[src/rtl/imem_loader.sv]
// Boot-time program loader: receives a framed image (header, N words, checksum)
// over a valid/ready stream, writes it to instruction memory and releases the core on success.
module imem_loader #(
  parameter int          DEPTH = 64,
  parameter int          AW    = 6,
  parameter logic [15:0] MAGIC = 16'hB007
) (
  input  logic          clk,
  input  logic          reset,
  input  logic          in_valid,
  output logic          in_ready,
  input  logic [31:0]   in_data,
  output logic          imem_we,
  output logic [AW-1:0] imem_addr,
  output logic [31:0]   imem_wdata,
  output logic          core_reset,
  output logic          done,
  output logic          err
);

  typedef enum logic [2:0] {
    S_HDR,
    S_LOAD,
    S_CSUM,
    S_RUN,
    S_ERR
  } state_t;

  localparam logic [16:0] LP_DEPTH = 17'(DEPTH);

  state_t        r_state;
  state_t        w_next;
  logic [15:0]   r_n;
  logic [AW-1:0] r_idx;
  logic [31:0]   r_sum;

  logic          w_accept;
  logic          w_hdrOk;
  logic          w_lastWord;
  logic [31:0]   w_sumNext;

  assign in_ready   = !reset && (r_state == S_HDR || r_state == S_LOAD || r_state == S_CSUM);
  assign w_accept   = in_valid && in_ready;
  assign w_hdrOk    = (in_data[31:16] == MAGIC) && (in_data[15:0] != 16'd0) &&
                      ({1'b0, in_data[15:0]} <= LP_DEPTH);
  assign w_lastWord = ({{(16-AW){1'b0}}, r_idx} == (r_n - 16'd1));
  assign w_sumNext  = r_sum + in_data;

  always_comb begin
    w_next = r_state;
    case (r_state)
      S_HDR:   if (w_accept) w_next = w_hdrOk ? S_LOAD : S_ERR;
      S_LOAD:  if (w_accept && w_lastWord) w_next = S_CSUM;
      S_CSUM:  if (w_accept) w_next = (w_sumNext == 32'd0) ? S_RUN : S_ERR;
      S_RUN:   w_next = S_RUN;
      S_ERR:   w_next = S_ERR;
      default: w_next = S_ERR;
    endcase
  end

  // Index holds at N-1 after the last word so it can never wrap past DEPTH-1.
  always_ff @(posedge clk or posedge reset) begin
    if (reset) begin
      r_state    <= S_HDR;
      r_n        <= 16'd0;
      r_idx      <= '0;
      r_sum      <= 32'd0;
      imem_we    <= 1'b0;
      imem_addr  <= '0;
      imem_wdata <= 32'd0;
      core_reset <= 1'b1;
      done       <= 1'b0;
      err        <= 1'b0;
    end else begin
      r_state    <= w_next;
      imem_we    <= 1'b0;
      core_reset <= (w_next != S_RUN);
      done       <= (w_next == S_RUN);
      err        <= (w_next == S_ERR);
      if (w_accept) begin
        case (r_state)
          S_HDR: begin
            if (w_hdrOk) begin
              r_n   <= in_data[15:0];
              r_idx <= '0;
              r_sum <= in_data;
            end
          end
          S_LOAD: begin
            imem_we    <= 1'b1;
            imem_addr  <= r_idx;
            imem_wdata <= in_data;
            r_sum      <= w_sumNext;
            if (!w_lastWord) r_idx <= r_idx + {{(AW-1){1'b0}}, 1'b1};
          end
          default: begin
          end
        endcase
      end
    end
  end

endmodule

[config.mk]
export PLATFORM = sky130hd
export DESIGN_NAME = imem_loader
export DESIGN_NICKNAME = d
export VERILOG_FILES = /design/src/rtl/imem_loader.sv
export SDC_FILE = /design/constraint.sdc
export NUM_CORES = 1
export LEC_CHECK = 0
export BUFFER_PORTS_ARGS = -buffer_cell sky130_fd_sc_hd__buf_2
export CORE_MARGIN = 1
export CORE_UTILIZATION = 30
export CTS_CLUSTER_SIZE = 25
export DETAILED_ROUTE_END_ITERATION = 10
export PLACE_DENSITY_LB_ADDON = 0.15
export SLEW_MARGIN = 20
export SYNTH_ARGS = -nofsm -noshare
export SYNTH_HDL_FRONTEND = slang
export SYNTH_SLANG_ARGS = --single-unit
[constraint.sdc]
create_clock -name clk -period 3.11 [get_ports clk]
set_input_delay 0.1555 -clock clk [delete_from_list [all_inputs] [get_ports clk]]
set_output_delay 0.1555 -clock clk [all_outputs]
set_load 0.02 [all_outputs]
# Yosys cells after proc, flatten, opt, wreduce, memory -nomap -nowiden
# Cells that the tools add are included.
# classes
addsub,3
order_cmp,1
eq_ne,10
muxes,13
n_reduce_logical,16
# op_table
cell,count
$pmux W32 S2,1
$add A32 B32 Y32,1
$logic_not A32 Y1,1
$mux W32,1
$eq A16 B16 Y1 const B,1
$eq A6 B16 Y1,1
$le A16 B7 Y1 const B,1
$reduce_bool A16 Y1,1
$sub A16 B1 Y16 const B,1
$mux W3,5
$mux W6,2
$pmux W3 S4,1
$pmux W6 S2,1
$eq A3 B2 Y1 const B,3
$add A6 B1 Y6 const B,1
$reduce_and A3 Y1,2
$logic_and A1 B1 Y1,5
$ne A2 B2 Y1 const B,2
$reduce_and A4 Y1,1
$eq A3 B1 Y1 const B,1
$eq A3 B3 Y1 const B,1
$logic_not A3 Y1,1
$ne A3 B2 Y1 const B,1
$logic_or A1 B1 Y1,2
4 further kinds,5
# word_totals
ff_bits,99
input_bits,35
out_inout_bits,43
word_cells,53

# Logic depth before layout (Yosys ltp)
# Gate-level depths: netlist of the first run.
# depth
depth_word,9
mapped_depth,13
mapped_depth_nobuf,12

# Worst setup path before layout of the first run
# No wires, ideal clock.
# synth_timing
path_kind,register -> register
start,reg r_sum[0]
end,reg r_state[0]
setup_ps,119
t_arrival_ps,3027
t_required_ps,2991
path_slack_ps,-36
stages_incl_launch_ff,14
n_path_buf,1
period_less_slack_ps,3146
path_cell_list,dfrtp_1 > ha_1 > fa_1 > a211oi_2 > o21a_1 > nor3_1 > o32a_4 > o21ai_2 > o21ai_1 > a221oi_1 > xor2_1 > and4_1 > buf_4 > a21bo_1
# synth_via
elab_chain_cells,5
# synth_rtl
item,line,text
start: declaration,35,logic [31:0] r_sum;
start signal: assignment,86,r_sum <= in_data;
start signal: assignment,93,r_sum <= w_sumNext;
$add A32 B32 Y32,47,assign w_sumNext = r_sum + in_data;
$logic_not A32 Y1,54,S_CSUM: if (w_accept) w_next = (w_sumNext == 32'd0) ? S_RUN : S_ERR;
$mux W3 (2 in a row),54,
$pmux W3 S4,51,case (r_state)
via w_next[0],32,state_t w_next;
end signal: assignment,75,r_state <= w_next;
end: declaration,31,state_t r_state;
# The timed path passes the listed nets, and every way through them passes these cells.
# A chain may end at the register's enable or synchronous reset.

# Final worst setup path of the first run
# layout_timing
start,reg r_sum[6]
end,reg r_state[2]
# Same word-level chain as after synthesis.

==> results of run 1 <==
path summary, 6_finish.rpt:
path                                            startpoint                          to  slack, ns  depth (start not counted)
worst max-delay path                  r_sum[6]$_DFFE_PP0P_        r_state[2]$_DFF_PP0_       0.02                         13
worst min-delay path                           in_data[23]  imem_wdata[23]$_DFFE_PP0P_       0.03                          3
worst max register to register        r_sum[6]$_DFFE_PP0P_        r_state[2]$_DFF_PP0_       0.02                         13
worst min register to register  imem_wdata[23]$_DFFE_PP0P_  imem_wdata[23]$_DFFE_PP0P_       0.47                          2
max in group asynchronous                            reset   imem_wdata[9]$_DFFE_PP0P_       1.92                          4
min in group asynchronous                            reset    imem_addr[1]$_DFFE_PP0P_       0.46                          3
final cells by class:
cell class,count,area (um^2)
flip-flops and latches,99,2480
multi-input cells,546,3600
clock inverters,6,47.5
repair buffers,145,915
clock buffers,10,229
well taps,265,332
inverters,10,40.0
fillers,2006,12000
stage by stage:
step | hold slack [ns] | total power [W] | setup WS [ns] | setup TNS (ns) | cells
2_1_floorplan | 0.261 | 0.00168 | 0.0604 | 0 | 687
3_3_place_gp | 0.311 | 0.00192 | -0.157 | -0.831 | 1059
3_5_place_dp | 0.324 | 0.00192 | -0.198 | -1.11 | 1059
4_1_cts | 0.0240 | 0.00305 | -0.0660 | -0.325 | 1078
5_1_grt | 0.0448 | 0.00320 | -0.104 | -0.553 | 1081
6_report | 0.0343 | 0.00304 | 0.0191 | 0 | 1081
cell families after synthesis:
kind of cell | share of synthesized area (%)
AO/OA/AOI/OAI | 17.7
XOR/XNOR | 6.19
adder cells (fa/ha/maj) | 7.19
buffers and inverters | 2.78
flip-flops | 41.2
multiplexers | 2.29
AND/OR/NAND/NOR | 22.6
cell usage after synthesis (all sizes together) (11+ instances only):
cell type,number,area share [%]
a21oi,46,4.3
xor2,19,2.8
ha,33,6.9
nor2,35,2.2
a21o,14,1.7
clkbuf,23,1.5
nand4,12,1.2
nor3,14,1.2
xnor2,21,3.1
dfrtp,98,41
nand2,174,11
o31ai,11,1.4
nor4,11,1.4
o21ai,48,4.1
layout by cell type (no fill, tap or decap), types with 14 or more instances in the layout:
cell type	n
buf_4	65
buf_2	77
dfrtp_1	98
o21ai_0	34
nand2_1	174
xor2_1	17
xnor2_1	18
ha_1	29
a21oi_1	37
nor2_1	33
a21o_1	14
routing by layer:
layer | global-route usage, % | share of wire, % | wire (um)
met1 | 23.7 | 49 | 8320
met2 | 28.8 | 47 | 8040
met3 | 2.53 | 2.3 | 397
met4 | 4.82 | 1.0 | 171
met5 | 0 | 0 | 0
timing repair:
item / 4_1_cts / 5_1_grt
endpoints found under the hold margin: 49 / 0
resized for setup: 22 / 23
setup endpoints to repair: 6 / 7
pin swaps: 19 / 15
hold buffers: 1 / 0
setup buffers: 2 / 3
tightest hold or removal path, stage by stage:
cell and delay, ns:
buf_2 0.10, nand2_1 0.05, nand2_1 0.04
power by group through the flow:
stage               registers (W)  logic, W  clock network, W
floorplan                 0.00139  0.000289                 0
global placement          0.00137  0.000550                 0
detailed placement        0.00137  0.000549                 0
CTS                       0.00134  0.000578           0.00113
global route              0.00135  0.000667           0.00118
finish                    0.00134  0.000604           0.00109
flip-flops by register name, summed over array words and instances (netlist names):
signal and count:
err 1, r_sum 32, r_n 16, r_idx 6, r_state 3, done 1, imem_addr 6, imem_wdata 32
core_reset 1, imem_we 1
==> metrics.md, run 1 <==
| Metric | Value |
|---|---|
| Sw Ratio | 29.6% |
| Post-Route Utilization | 39.0% |
| Gate Count Post-Synth | 687 |
| Vias per cell | 4.98 |
| Die area | 0.0206 mm^2 |
| Yosys warns | 0 |
| WL final | 16,900 um |
| Number of flops mapped to enable cells by yosys | 0 |
| Die width | 144 um |
| GRT overflow | 0 |
| IO Port Bufs | 77 |
| First-pass DRT Iterations | 5 |
| Worst-path fanout max | 6 |
| Pins over their slew limit | 0 |
| Register area share after synthesis | 41.2% |
| Net Switching | 0.000900 W |
| Seq pwr share | 44.2% |
| Vias in the first global route | 5,381 |
| Num CTS Buffers | 9 |
| Final period utilization | 99.4% |
| DR iter-0 viols | 320 |
| Crit path required time | 3.35 ns |
| WL per Instance | 15.7 um |
| Comb pwr share | 19.9% |
| CTS clk-pin slew, worst paths | 0.08 ns |
| DRC | 0 |
| Final hold vios | 0 |
| Leak | 3.85 nW |
| Largest delay share family, worst path | simple AND/OR/NAND/NOR gates |
| Nature of the critical path startpoint | register |
| Synth Register Bits | 99 |
| Post-DRT Antenna Nets | 0 |
| Rows | 51 |
| Initial Util | 30.7% |
| PwrDens | 398 mW/mm^2 |
| Post-route cell area | 0.00764 mm^2 |
| Status | finished clean |
| Initial antenna violation count | 0 |
| Gpl congestion | 0.884 |
| All-layer global routing usage | 17.4% |
| Clock buffer depth | 2 |
| Post-placement cell area | 0.00710 mm^2 |
| Share of layout cells above drive strength 1 | 26.7% |
| Async SR Flop Fraction | 100% |
| Post-Syn Area | 0.00602 mm^2 |
| H-tree depth | 3 |
| WS Path Type | register to register |
| Highest clock rate | 324 MHz |
| Slew HR | 55.5% |
| VDD IR max | 0.219 mV |
| Nature of the critical path endpoint | register |
| Clock Latency Late Sink | 0.35 ns |
| Clk sinks | 99 |
| Largest stage delay, worst path | 0.39 ns |
| Post-DP HPWL | 12,600 um |
| First-pass GRT wire length | 28,000 um |
| Int Power | 0.00214 W |
| Root Buffer | clkbuf_16 |
| Max cap viols | 0 |
| Pin count of the biggest net entering global routing | 60 |
| Worst Skew | 0.0106 ns |
| Layout Nets | 880 |
| Worst min path class | input port to register |
| Synthesized Nets | 756 |
| Clock power share | 35.9% |
| WP buf/inv | 2 |
| CTS tree | built |
| Critical Path AT | 3.33 ns |
| Synth Flop Type | dfrtp_1 |
| # diodes | 0 |
| Synth Area per Inst | 8.77 um^2 |
| Min Tclk post-route | 3.09 ns |
| Synth cell types | 73 |
| Core area | 0.0196 mm^2 |
| CP max-delay cell | dfrtp_1 |
| Area grow syn2layout | 26.8% |
| # setup viols final | 0 |
| RSZ-0062 raised after global routing | yes |
| Via count | 5,382 |
| Chip Height | 144 um |
| Worst-margin pin slew | 0.667 ns |
| IO Count | 78 |
| Worst path cell trace | ha_1 > a21oi_1 > o211a_1 > nor3_1 > buf_4 > or2_4 > buf_4 > a2111o_1 > nand3_2 > nand4_1 > nor4_4 > and4_4 > a21oi_1 |
No activity file was read; power rests on OpenSTA's default activity.
==> run 2, diff against run 1 <==
--- a/config.mk
+++ b/config.mk
@@ -6,6 +6,7 @@
 export NUM_CORES = 1
 export LEC_CHECK = 0
 export BUFFER_PORTS_ARGS = -buffer_cell sky130_fd_sc_hd__buf_2
+export CORE_ASPECT_RATIO = 0.8
 export CORE_MARGIN = 1
 export CORE_UTILIZATION = 30
 export CTS_CLUSTER_SIZE = 25
==> run 2 against run 1 <==
  * The flow now finishes with violations (negative setup slack)
  * Sequential power about the same
  * Critical path depth unchanged
  * Design area grew 0.75%
  * Clock power grew 6%
  * Combinational power about the same
  * Highest routed layer unchanged
  * Global-route usage increased by 0.059 points
  * Critical path type unchanged
  * Sequential cell count unchanged
  * Via count rose by 1.8%
==> metrics.md, run 2 (same netlist as run 1, synthesis figures left out) <==
| Metric | Value |
|---|---|
| Comb pwr share | 19.5% (-0.4 points) |
| Total power | 0.00310 W (+1.8%) |
| Final hold vios | 0 (unchanged) |
| Reg-to-reg slack, setup | -0.04 ns (-0.05 ns) |
| Vias per cell | 5.07 (+1.9%) |
| PwrDens | 402 mW/mm^2 (+1.1%) |
| WL final | 17,200 um (+1.4%) |
| Hold path depth | 3 (unchanged) |
| Layout Nets | 886 (+0.68%) |
| VDD IR max | 0.251 mV (+14%) |
| Via count | 5,478 (+1.8%) |
| Leading cell type in the layout, fill and taps excluded | nand2_1 |
| DR iter-0 viols | 366 (+14%) |
| Highest clock rate | 318 MHz (-1.7%) |
| Num CTS Buffers | 9 (unchanged) |
| Worst Skew | 0.0113 ns (+0.000644 ns) |
| First-pass GRT wire length | 28,700 um (+2.5%) |
| Worst Hold Launch | in_data[17] |
| Final worst slack | -0.0356 ns (-0.0547 ns) |
| GRT overflow | 0 (unchanged) |
| Pins over their slew limit | 0 (unchanged) |
| Fin cells | 1,080 (-0.093%) |
| Worst hold slack | 0.0325 ns (-0.00178 ns) |
| Slew HR | 53.4% (-2.1 points) |
| Failing checks | negative setup slack |
| IO Port Bufs | 77 (unchanged) |
| Worst min path class | input port to register |
| Root Buffer | clkbuf_16 |
| Leak | 3.88 nW (+0.89%) |
| WS Path Type | register to register |
| Share of layout cells above drive strength 1 | 27.0% (+0.29 points) |
| Worst-margin pin slew | 0.691 ns (+0.0245 ns) |
| Int Power | 0.00224 W (+4.4%) |
| Worst Setup SP | r_sum[0]$_DFFE_PP0P_ |
| First-pass DRT Iterations | 5 (unchanged) |
| Area grow syn2layout | 27.8% |
| Post-DP HPWL | 12,900 um (+2.0%) |
| Reg2Reg Depth | 13 (unchanged) |
| Worst path cell trace | ha_4 > fa_2 > a211oi_2 > o21a_1 > nor3_1 > o32a_4 > buf_6 > o211a_1 > a311o_1 > o2111ai_1 > nor4_4 > and4_4 > a21o_1 |
| Worst-path fanout max | 6 (unchanged) |
| WP buf/inv | 1 (-1) |
| WL per Instance | 15.9 um (+1.5%) |
| Crit path required time | 3.36 ns (about the same) |
| Critical Path AT | 3.40 ns (+0.07 ns) |
| Most frequent cells in the layout | 174 x nand2_1, 98 x dfrtp_1, 77 x buf_2 |
| Seq pwr share | 43.5% (-0.7 points) |
| # diodes | 0 (unchanged) |
| CTS clk-pin slew, worst paths | 0.07 ns (about the same) |
| Pin count of the biggest net entering global routing | 60 (unchanged) |
| Status | finished, violations left |
| Final period utilization | 101% (+1.8 points) |
| Clock power share | 37.0% (+1.1 points) |
| CP Depth | 13 (unchanged) |
| Clock Latency Late Sink | 0.36 ns (about the same) |
| Chip Height | 129 um (-10%) |
| Core area | 0.0193 mm^2 (-1.4%) |
| # setup viols final | 6 (+6) |
| Max cap viols | 0 (unchanged) |
| Largest delay share family, worst path | compound AO/OA/AOI/OAI gates |
| Vias in the first global route | 5,454 (+1.4%) |
| Rows | 45 (-12%) |
| Initial Util | 31.2% (+0.44 points) |
| Post-Route Utilization | 39.9% (+0.86 points) |
| Sw Ratio | 27.8% (-1.8 points) |
| Clk sinks | 99 (unchanged) |
| Reg2reg start | r_sum[0]$_DFFE_PP0P_ |
| Nature of the critical path endpoint | register |
| Post-DRT Antenna Nets | 0 (unchanged) |
| CP max-delay cell | dfrtp_1 |
| Initial antenna violation count | 0 (unchanged) |
| Min Tclk post-route | 3.15 ns (+0.0547 ns) |
| Nature of the critical path startpoint | register |
| DRC | 0 (unchanged) |
| Net Switching | 0.000862 W (-4.3%) |
| Gpl congestion | 0.895 (+1.3%) |
| H-tree depth | 3 (unchanged) |
| Clock buffer depth | 2 (unchanged) |
| All-layer global routing usage | 17.5% (+0.059 points) |
| Biggest regs | imem_wdata: 32 flops, r_sum: 32 flops, r_n: 16 flops |
| RSZ-0062 raised after global routing | yes |
| Die area | 0.0206 mm^2 (about the same) |
| IO Count | 78 (unchanged) |
| CTS tree | built |
| Placed insts | 1,054 (-0.47%) |
| Largest stage delay, worst path | 0.41 ns (+0.02 ns) |
| Die width | 160 um (+12%) |
[run 2: final cells by class]
type | count | area (um^2)
inverters | 10 | 40.0
fillers | 1988 | 11600
repair buffers | 151 | 960
clock buffers | 12 | 246
clock inverters | 4 | 50.0
well taps | 258 | 323
multi-input cells | 546 | 3600
flip-flops and latches | 99 | 2480
[run 2: path summary, 6_finish.rpt]
kind | end
max | r_state[1]$_DFF_PP0_
min | imem_wdata[17]$_DFFE_PP0P_
max reg2reg | r_state[1]$_DFF_PP0_
min reg2reg | imem_wdata[19]$_DFFE_PP0P_
max in group asynchronous | core_reset$_DFF_PP1_
min in group asynchronous | r_idx[2]$_DFFE_PP0P_
[run 2: worst min-delay path, stage by stage]
cell and delay [ns]:
buf_2 0.11, nand2_1 0.05, nand2_1 0.04
[run 2: routing by layer]
layer | vias to the layer above | track usage (%) | share of wire, %
met2 | 145 | 26.9 | 43
met3 | 19 | 3.48 | 5.1
li1 | 2678 | - | -
met1 | 2636 | 24.6 | 50
met5 | - | 0 | 0
met4 | 0 | 5.66 | 1.7
[run 2: power by group through the flow]
stage / sequential (W) / clock, W / combinational, W
2_1_floorplan: 0.00139 / 0 / 0.000289
4_1_cts: 0.00135 / 0.00119 / 0.000560
6_report: 0.00135 / 0.00115 / 0.000605
3_5_place_dp: 0.00137 / 0 / 0.000545
5_1_grt: 0.00135 / 0.00126 / 0.000667
3_3_place_gp: 0.00137 / 0 / 0.000545
[run 2: what timing repair did]
item	4_1_cts	5_1_grt
pin swaps	5	21
endpoints found under the setup margin	6	8
resized for setup	14	26
hold buffers	1	0
hold endpoints to repair	48	0
gates cloned	0	0
buffers inserted	0	9
[run 2: metrics by stage]
stage / instance area [um^2] / worst slack (ns) / TNS (ns)
6_report: 7700 / -0.0356 / -0.156
5_1_grt: 7700 / -0.153 / -0.807
3_3_place_gp: 7110 / -0.168 / -0.886
3_5_place_dp: 7110 / -0.178 / -0.984
2_1_floorplan: 6020 / 0.0604 / 0
4_1_cts: 7470 / -0.0697 / -0.280
==> run 3, diff against run 2 <==
--- a/config.mk
+++ b/config.mk
@@ -5,6 +5,7 @@
 export SDC_FILE = /design/constraint.sdc
 export NUM_CORES = 1
 export LEC_CHECK = 0
+export ABC_AREA = 1
 export BUFFER_PORTS_ARGS = -buffer_cell sky130_fd_sc_hd__buf_2
 export CORE_ASPECT_RATIO = 0.8
 export CORE_MARGIN = 1
==> run 3 against run 2 <==
  * The flow now finishes without violations
  * Worst hold slack worse by 0.0081 ns
  * Register-to-register slack improved by 0.32 ns
  * Sequential share of layout area down 1.4 points
  * Clock-buffer cell count shrank 2
  * Critical path depth increased by 3
  * Die area grew 16%
  * Clock skew decreased by 0.0039 ns
  * Utilization shrank 4.4 points
  * Clock power hardly changed
  * Routed wire length rose by 30%
  * Critical path type unchanged
  * Largest cell class unchanged
==> metrics.md, run 3 <==
| Metric | Value |
|---|---|
| Status | finished clean |
| Final hold vios | 0 (unchanged) |
| Nature of the critical path startpoint | register |
| All-layer global routing usage | 19.4% (+1.9 points) |
| Area leader, netlist | dfrtp_1 |
| Worst path cell trace | ha_1 > fa_2 > nand3_1 > nand3_2 > nand2_1 > nand2_1 > xnor2_1 > nand3_1 > nor2_1 > nand3_1 > nor2_1 > nand3_1 > nand2_1 > nand3_1 > nand2_1 > inv_1 |
| Post-Syn Area | 0.00698 mm^2 (+16%) |
| Via count | 6,788 (+24%) |
| Vias in the first global route | 6,381 (+17%) |
| Fill count | 2,539 (+28%) |
| Highest clock rate | 354 MHz (+11%) |
| Synthesized Nets | 1,152 (+52%) |
| Leading cell type in the layout, fill and taps excluded | nand2_1 |
| Final period utilization | 90.9% (-10 points) |
| Synth cell types | 37 (-49%) |
| Num CTS Buffers | 9 (unchanged) |
| Number of flops mapped to enable cells by yosys | 0 (unchanged) |
| Core area | 0.0227 mm^2 (+17%) |
| Synth Register Bits | 99 (unchanged) |
| # diodes | 0 (unchanged) |
| Worst-path fanout max | 4 (-2) |
| Pins over their slew limit | 0 (unchanged) |
| Vias per cell | 4.61 (-9.1%) |
| Clock buffer depth | 2 (unchanged) |
| WS Path Type | register to register |
| Pre-CTS WS | 0.197 ns (+0.375 ns) |
| Clk sinks | 99 (unchanged) |
| Leak | 4.77 nW (+23%) |
| Clock Latency Late Sink | 0.37 ns (about the same) |
| WL per Instance | 15.2 um (-4.5%) |
| VDD IR max | 0.256 mV (+2.1%) |
| Top-count cell post-synth | nand2_1 |
| H-tree depth | 3 (unchanged) |
| Nature of the critical path endpoint | register |
| GRT overflow | 0 (unchanged) |
| CP Depth | 16 (+3) |
| Pin count of the biggest net entering global routing | 66 (+10%) |
| Root Buffer | clkbuf_16 |
| Post-DRT Antenna Nets | 0 (unchanged) |
| Synth Flop Type | dfrtp_1 |
| Post-synth top cells | 431 x nand2_1, 160 x inv_1, 108 x nor2_1 |
| Register area share after synthesis | 35.5% (-5.7 points) |
| Share of layout cells above drive strength 1 | 10.4% (-17 points) |
| Slew HR | 44.6% (-8.9 points) |
| Most frequent cells in the layout | 431 x nand2_1, 159 x inv_1, 108 x nor2_1 |
| Top cells by area in the synthesized netlist | dfrtp_1 35%, nand2_1 23%, inv_1 8.6% |
| Biggest regs | imem_wdata: 32 flops, r_sum: 32 flops, r_n: 16 flops |
| # setup viols final | 0 (-6) |
| Async SR Flop Fraction | 100% (unchanged) |
| Chip Height | 138 um (+7.6%) |
| Initial Util | 30.8% (-0.39 points) |
| Critical Path AT | 3.13 ns (-0.27 ns) |
| IO Port Bufs | 77 (unchanged) |
| Share of the synthesized area in the top cell type | 35.1% (-5.6 points) |
| Worst min path class | input port to async pin |
| TNS Setup | 0 ns (+0.156 ns) |
| Crit path required time | 3.41 ns (+0.05 ns) |
| Initial antenna violation count | 0 (unchanged) |
| Post-DP HPWL | 17,600 um (+37%) |
| Rows | 49 (+8.9%) |
| IO Count | 78 (unchanged) |
| First-pass DRT Iterations | 5 (unchanged) |
| Hold buffers post-CTS | 0 (-1) |
| Die area | 0.0239 mm^2 (+16%) |
| CP max-delay cell | dfrtp_1 |
| Area grow syn2layout | 15.2% |
| Post-Route Utilization | 35.5% (-4.4 points) |
| Min Tclk post-route | 2.83 ns (-0.319 ns) |
| DRC | 0 (unchanged) |
| Gate Count Post-Synth | 1,083 (+58%) |
| Reg2Reg Depth | 16 (+3) |
| Layout Nets | 1,230 (+39%) |
| DR iter-0 viols | 602 (+64%) |
| PwrDens | 406 mW/mm^2 (+0.97%) |
| RSZ-0062 raised after global routing | no |
| WL final | 22,400 um (+30%) |
| Yosys warns | 0 (unchanged) |
| WP buf/inv | 1 (unchanged) |
| Worst-margin pin slew | 0.832 ns (+0.140 ns) |
| Worst Skew | 0.00736 ns (-0.00392 ns) |
| Max cap viols | 0 (unchanged) |
| CP dominant cell by count | nand3_1 |
| CTS clk-pin slew, worst paths | 0.08 ns (about the same) |
| CTS tree | built |
| Die width | 173 um (+7.6%) |
| Gpl congestion | 0.939 (+4.9%) |
| First-pass GRT wire length | 36,100 um (+26%) |
| Largest stage delay, worst path | 0.39 ns (-0.02 ns) |
| Final worst slack | 0.283 ns (+0.319 ns) |
| Largest delay share family, worst path | simple AND/OR/NAND/NOR gates |
| Synth Area per Inst | 6.45 um^2 (-26%) |
==> run 3: metrics by stage <==
step / total power (W) / area, um^2 / cells / hold slack [ns]
floorplan: 0.00189 / 6990 / 1083 / 0.272
CTS: 0.00331 / 8040 / 1472 / 0.0238
finish: 0.00327 / 8050 / 1472 / 0.0244
global placement: 0.00213 / 7740 / 1456 / 0.402
detailed placement: 0.00213 / 7740 / 1456 / 0.409
global route: 0.00345 / 8050 / 1472 / 0.0319
==> run 3: where the power goes <==
group | switching, W | internal [W] | leakage, nW
logic | 0.000487 | 0.000229 | 3.29
clock network | 0.000578 | 0.000582 | 0.142
registers | 0.0000444 | 0.00135 | 1.33
total | 0.00111 | 0.00216 | 4.77
==> run 3: repair_timing <==
| item | in CTS | in global routing |
|---|---|---|
| setup buffers | 0 | 0 |
| endpoints found under the setup margin | 0 | 4 |
| resized for setup | 0 | 3 |
==> run 3: layout make-up <==
class | count | area (um^2) | area share (%)
Timing Repair Buffer | 86 | 453 | 5.63
Sequential cell | 99 | 2480 | 30.8
Tap cell | 306 | 383 | 4.76
Multi-Input combinational cell | 800 | 3810 | 47.4
Clock inverter | 6 | 58.8 | 0.731
Inverter | 165 | 623 | 7.74
Clock buffer | 10 | 239 | 2.97
==> run 3: path summary, 6_finish.rpt <==
check	slack [ns]	to	startpoint
max in group asynchronous	1.87	r_sum[27]$_DFFE_PP0P_	reset
min in group clk	0.03	imem_wdata[26]$_DFFE_PP0P_	in_data[26]
setup / recovery	0.28	core_reset$_DFF_PP1_	r_sum[0]$_DFFE_PP0P_
hold reg to reg	0.47	imem_wdata[16]$_DFFE_PP0P_	imem_wdata[16]$_DFFE_PP0P_
hold / removal	0.02	r_sum[1]$_DFFE_PP0P_	reset
setup reg to reg	0.28	core_reset$_DFF_PP1_	r_sum[0]$_DFFE_PP0P_
==> run 3: kinds of logic after synthesis <==
| family | after synthesis | synth area share (%) |
|---|---|---|
| AND/OR/NAND/NOR | 648 | 37.7 |
| buffers and inverters | 184 | 10.1 |
| flip-flops | 99 | 35.5 |
| AO/OA/AOI/OAI | 88 | 6.72 |
| adder cells (fa/ha/maj) | 34 | 6.20 |
| XOR/XNOR | 30 | 3.76 |
==> run 3: metal layers <==
layer  GRT usage [%]  vias up  share of wire (%)
met3            3.00       19                5.4
met5               0        -                  0
li1                -     3525                  -
met1            31.1     3070                 55
met2            26.5      174                 38
met4            4.46        0                1.3
==> run 3: tightest hold or removal path, stage by stage <==
cell and delay [ns]:
buf_2 0.11, clkinvlp_4 0.12, buf_4 0.46
